<file path="src/rtl/exc_cp0.sv">
// exc_cp0 -- MIPS-style coprocessor 0 for exception and interrupt control.
//
// Holds SR (12), Cause (13), EPC (14) and PRId (15). It decides, in the
// same cycle as the cause, whether the pipeline must take an exception:
// a synchronous exception from the M stage or an enabled hardware
// interrupt.
//
// Ports
//   clk        sole clock, rising edge
//   rst_n      asynchronous active-low reset
//   PC_M       PC of the M-stage instruction
//   Exc_M      prioritised synchronous exception flag of the M stage
//   ExcCode_M  code for Exc_M (AdEL=4, AdES=5, RI=10, Ov=12)
//   BD_M       M-stage instruction is in a branch delay slot
//   Eret_M     M-stage instruction is eret
//   HWInt      level-sensitive hardware interrupt lines
//   WE         mtc0 write enable
//   A1         mfc0 read register number
//   A2         mtc0 write register number
//   DIn        mtc0 write data
//   DOut       mfc0 read data (combinational, no write bypass)
//   EPC_out    current EPC, the eret target
//   Req        take exception: flush and fetch from the handler
//
// Configuration
//   CP0_BD_EN  when defined, Cause.BD is tracked and a delay-slot victim
//              records EPC = aligned PC_M - 4 so the branch is replayed.
//              When undefined, BD reads 0 and BD_M is ignored.
module exc_cp0 (
  input  logic        clk,
  input  logic        rst_n,
  input  logic [31:0] PC_M,
  input  logic        Exc_M,
  input  logic [4:0]  ExcCode_M,
  input  logic        BD_M,
  input  logic        Eret_M,
  input  logic [5:0]  HWInt,
  input  logic        WE,
  input  logic [4:0]  A1,
  input  logic [4:0]  A2,
  input  logic [31:0] DIn,
  output logic [31:0] DOut,
  output logic [31:0] EPC_out,
  output logic        Req
);

  localparam logic [4:0]  REG_SR    = 5'd12;
  localparam logic [4:0]  REG_CAUSE = 5'd13;
  localparam logic [4:0]  REG_EPC   = 5'd14;
  localparam logic [4:0]  REG_PRID  = 5'd15;
  localparam logic [31:0] PRID_VAL  = 32'h4255_4141;
  localparam logic [4:0]  CODE_INT  = 5'd0;

  // Architectural state
  logic [5:0]  sr_im;
  logic        sr_exl;
  logic        sr_ie;
  logic        cause_bd;
  logic [5:0]  cause_ip;
  logic [4:0]  cause_exc;
  logic [31:0] epc;

  // Request decode
  logic        int_req;
  logic [4:0]  exc_code_sel;
  logic [31:0] pc_aligned;
  logic [31:0] epc_capture;

  assign int_req      = sr_ie & ~sr_exl & (|(HWInt & sr_im));
  assign Req          = int_req | Exc_M;
  // An interrupt wins over a simultaneous synchronous exception.
  assign exc_code_sel = int_req ? CODE_INT : ExcCode_M;
  assign pc_aligned   = {PC_M[31:2], 2'b00};

`ifdef CP0_BD_EN
  // A delay-slot victim returns to its branch so the branch re-executes.
  assign epc_capture = BD_M ? (pc_aligned - 32'd4) : pc_aligned;

  always_ff @(posedge clk or negedge rst_n) begin
    if (!rst_n) begin
      cause_bd <= 1'b0;
    end else if (Req && !sr_exl) begin
      cause_bd <= BD_M;
    end
  end

  logic unused_pc_low;
  assign unused_pc_low = ^PC_M[1:0];
`else
  assign epc_capture = pc_aligned;
  assign cause_bd    = 1'b0;

  logic unused_bd_pc;
  assign unused_bd_pc = ^{PC_M[1:0], BD_M};
`endif

  // NOTE: sequential state uses non-blocking assignments so every register
  // samples pre-edge values; later statements in this block deliberately
  // override earlier ones (eret clearing EXL beats an mtc0 write to SR).
  always_ff @(posedge clk or negedge rst_n) begin
    if (!rst_n) begin
      sr_im     <= '0;
      sr_exl    <= 1'b0;
      sr_ie     <= 1'b0;
      cause_ip  <= '0;
      cause_exc <= '0;
      epc       <= '0;
    end else begin
      cause_ip <= HWInt;
      if (Req) begin
        // Any pending mtc0 write and eret are dropped when an exception is taken.
        cause_exc <= exc_code_sel;
        if (!sr_exl) begin
          sr_exl <= 1'b1;
          epc    <= epc_capture;
        end
      end else begin
        if (WE) begin
          case (A2)
            REG_SR: begin
              sr_im  <= DIn[15:10];
              sr_exl <= DIn[1];
              sr_ie  <= DIn[0];
            end
            REG_EPC: epc <= {DIn[31:2], 2'b00};
            default: ;
          endcase
        end
        if (Eret_M) begin
          sr_exl <= 1'b0;
        end
      end
    end
  end

  // NOTE: the read mux assigns DOut a default first so no path leaves it
  // unassigned and no latch is inferred.
  always_comb begin
    DOut = '0;
    case (A1)
      REG_SR:    DOut = {16'h0, sr_im, 8'h0, sr_exl, sr_ie};
      REG_CAUSE: DOut = {cause_bd, 15'h0, cause_ip, 3'h0, cause_exc, 2'b00};
      REG_EPC:   DOut = epc;
      REG_PRID:  DOut = PRID_VAL;
      default:   DOut = '0;
    endcase
  end

  assign EPC_out = epc;

endmodule

</file>
<file path="config.mk">
export PLATFORM = sky130hd
export DESIGN_NAME = exc_cp0
export DESIGN_NICKNAME = d
export VERILOG_FILES = /design/src/rtl/exc_cp0.sv
export SDC_FILE = /design/constraint.sdc
export NUM_CORES = 1
export LEC_CHECK = 0
export CAP_MARGIN = 15
export CORE_ASPECT_RATIO = 1.25
export CORE_MARGIN = 1
export CORE_UTILIZATION = 36
export CTS_BUF_LIST = sky130_fd_sc_hd__clkbuf_16
export DETAILED_ROUTE_END_ITERATION = 7
export PLACE_DENSITY = 0.78
export SYNTH_ARGS = -nofsm -noshare
export SYNTH_HDL_FRONTEND = slang
export SYNTH_SLANG_ARGS = --single-unit
</file>
<file path="constraint.sdc">
create_clock -name clk -period 1.4 [get_ports clk]
set_input_delay 0.21 -clock clk [delete_from_list [all_inputs] [get_ports clk]]
set_output_delay 0.21 -clock clk [all_outputs]
set_load 0.02 [all_outputs]
</file>
==> impl_metrics.json, run 1 <==
{
  "status": "complete, but fails checks",
  "violations": "negative setup slack",
  "slew_headroom_pct": 60.7,
  "synth_flop_cell": "dfrtp_1",
  "synthTopCellsByArea": "dfrtp_1 42%, mux2i_1 14%, a21oi_2 8.7%, nor2_1 8.3%, or2_2 6.4%",
  "final_cell_mix": "76 x clkdlybuf4s50_1, 57 x nor2_1, 48 x dfrtp_1",
  "slew_viol_final": 0,
  "yosysTopAreaCellShare_pct": 41.8,
  "synth_edf_count": 0,
  "numPortBuffers": 150,
  "overflow": 0,
  "power_density_mw_per_mm2": 1230,
  "grt_antenna_before_repair": 0,
  "min_path_type": "in2reg",
  "fill_cells": 661,
  "routabilityCongestion": 0.767,
  "power.share.sequential_pct": 34.0,
  "final_common_cell": "clkdlybuf4s50_1",
  "swShare_pct": 36.5,
  "diodes": 0,
  "startpoint": "sr_im[3]",
  "worstReg2RegEnd": "EPC_out[19]",
  "drt-pass1-iter-count": 4,
  "yosysTopAreaCell": "dfrtp_1",
  "nets": 584,
  "ys_warn_count": 0,
  "clk_pin_slew_worst_paths_ns": 0.06,
  "core_mm2": 0.00784,
  "synth_seq_cells": 49,
  "synth-async-reset-ratio_pct": 100,
  "p_int_w": 0.00407,
  "dpl.cell_count": 562,
  "drv_cap": 0,
  "dp_hpwl_um": 6870,
  "fin_cells": 589,
  "post-route-period-util_pct": 124,
  "vdd_drop_max_mv": 0.804,
  "wire_per_inst_um": 16.7,
  "period_minus_slack_ns": 1.74,
  "p_leak_nw": 2.23,
  "finClkSkew_ns": 0.00394,
  "numCtsBuffers": 5,
  "root_buffer": "clkbuf_16",
  "endpoint": "Req",
  "r2r.worst_path.cells": 5,
  "worst_pin_slew_ns": 0.588,
  "timing.rr.start": "sr_im[3]",
  "hold_violations": 0,
  "yosysSeqAreaShare_pct": 41.8,
  "boundaryPins": 156,
  "viasPerCell": 5.00,
  "endpoint_kind": "output port",
  "grt_pass1_wl_um": 14900,
  "cp_max_fo": 2,
  "grt_max_degree": 50,
  "drc": 0,
  "rsz0062_at_grt": "yes",
  "drive_gt1_share_pct": 40.9,
  "syn_to_final_growth_pct": 77.8,
  "fmax_mhz": 575,
  "die-area_mm2": 0.00851,
  "start_kind": "flip-flop",
  "p_comb_share_pct": 48.2,
  "worstSetupPathType": "reg2out",
  "setup_ws_ns": -0.338,
  "drtAntennaViolNets": 0,
  "die_y_um": 103,
  "grtUsageTotal_pct": 23.9,
  "p_sw_w": 0.00234,
  "start_util_pct": 37.4,
  "first_iter_violations": 97,
  "cts_buffer_depth": 2,
  "num_rows": 36,
  "cts_htree_levels": 2,
  "tritoncts": "built",
  "syn_area_per_cell_um2": 9.77,
  "cts_num_sinks": 49,
  "clk_latency_ns": 0.28,
  "critPathArrivalTime_ns": 1.53,
  "synth_cell_types": 33,
  "chipWidth_um": 82.7,
  "p_clk_share_pct": 17.8,
  "drt_wl_total_um": 9820,
  "pre_cts_ws_ns": -0.815,
  "r2r_slack_ns": -0.29,
  "synth_cells": 300,
  "grt_pass1_vias": 2992,
  "netlist_area_mm2": 0.00293,
  "vias": 2944,
  "setup_violations": 44,
  "worst_ep_required_time_ns": 1.19
}
## cells by family after synthesis
family          Yosys count  synth area share, %
other cells               1                0.128
compound gates           51                 14.6
flops                    49                 41.8
simple gates            129                 22.7
buf+inv                  22                 4.14
mux                      48                 16.6
## state kept, by name, indices dropped and copies added (netlist names)
name,flops
sr_ie,1
EPC_out,30
sr_im,6
sr_exl,1
cause_exc,5
cause_ip,6
## synth_stat cells, drive strengths merged, types with 2 or more instances
cell	count
or2	30
mux2	6
mux2i	42
clkbuf	9
nor3	2
dfrtp	49
a21oi	37
and2	11
a22o	3
nor4	2
buf	12
a22oi	4
nand2	7
nor2b	6
nor2	65
and3	2
## per-stage QoR
step	total power (W)	instance area (µm²)	TNS, ns	hold WS (ns)	util (%)
floorplan	0.00382	2950	-2.64	-0.0856	-
global placement	0.00527	4780	-50.32	0.217	61.0
detailed placement	0.00535	4780	-50.34	0.217	61.0
CTS	0.00636	5120	-9.68	0.183	65.3
global route	0.00681	5210	-13.58	0.192	66.5
finish	0.00641	5210	-10.05	0.195	66.5
## power by group through the flow
stage               logic (W)  registers [W]  clock network [W]
finish                0.00309        0.00218            0.00114
global route          0.00335        0.00224            0.00122
detailed placement    0.00316        0.00219                  0
floorplan             0.00123        0.00259                  0
global placement      0.00309        0.00219                  0
CTS                   0.00303        0.00217            0.00117
## how the worst min path moves through the flow
stage                  start  depth (start not counted)     endpoint
finish              HWInt[1]                          1  cause_ip[1]
global route        HWInt[1]                          1  cause_ip[1]
global placement       rst_n                          2  EPC_out[31]
floorplan              rst_n                          0  EPC_out[10]
CTS                 HWInt[1]                          1  cause_ip[1]
detailed placement     rst_n                          2  EPC_out[31]
## cell type report
cell class | count | area [µm²] | share of cell area, %
multi-input combinational | 230 | 1740 | 33.3
sequential | 49 | 1230 | 23.5
inverter | 1 | 3.75 | 0.0720
tap | 95 | 119 | 2.28
timing repair buffer | 206 | 1990 | 38.1
clock buffer | 5 | 125 | 2.40
clock inverter | 3 | 12.5 | 0.240
## repair_timing
action,4_1_cts,5_1_grt
gates resized for setup,242,35
setup endpoints to repair,102,70
setup buffers,10,3
hold buffers,1,0
endpoints found under the hold margin,49,0
pin swaps,17,11
gates cloned,5,1
## worst max-delay path, cell delays in order, from the launching register on
cell,delay [ns]
dfrtp_1,0.39
a22o_1,0.26
o31ai_4,0.31
nand2b_1,0.14
buf_6,0.15
## layer usage
layer  global-route usage [%]  share of wire (%)  vias up
met3                     4.25                6.6       16
met2                     44.5                 53      113
met5                        0                  0        -
li1                         -                  -     1397
met1                     27.5                 38     1418
met4                     6.23                1.8        0
Note: power is estimated with default switching activity, not from simulation.
==> run 2: changes to the inputs <==
Settings changed: CTS_CLUSTER_SIZE from default to 28.
==> results of run 2 <==
Final layout, timing and power as in run 1 (identical DEF).
==> run 3: changes to the inputs <==
Settings changed: HOLD_SLACK_MARGIN from default to 0.15.
==> results of run 3 <==
Final layout, timing and power as in run 1 (identical DEF).
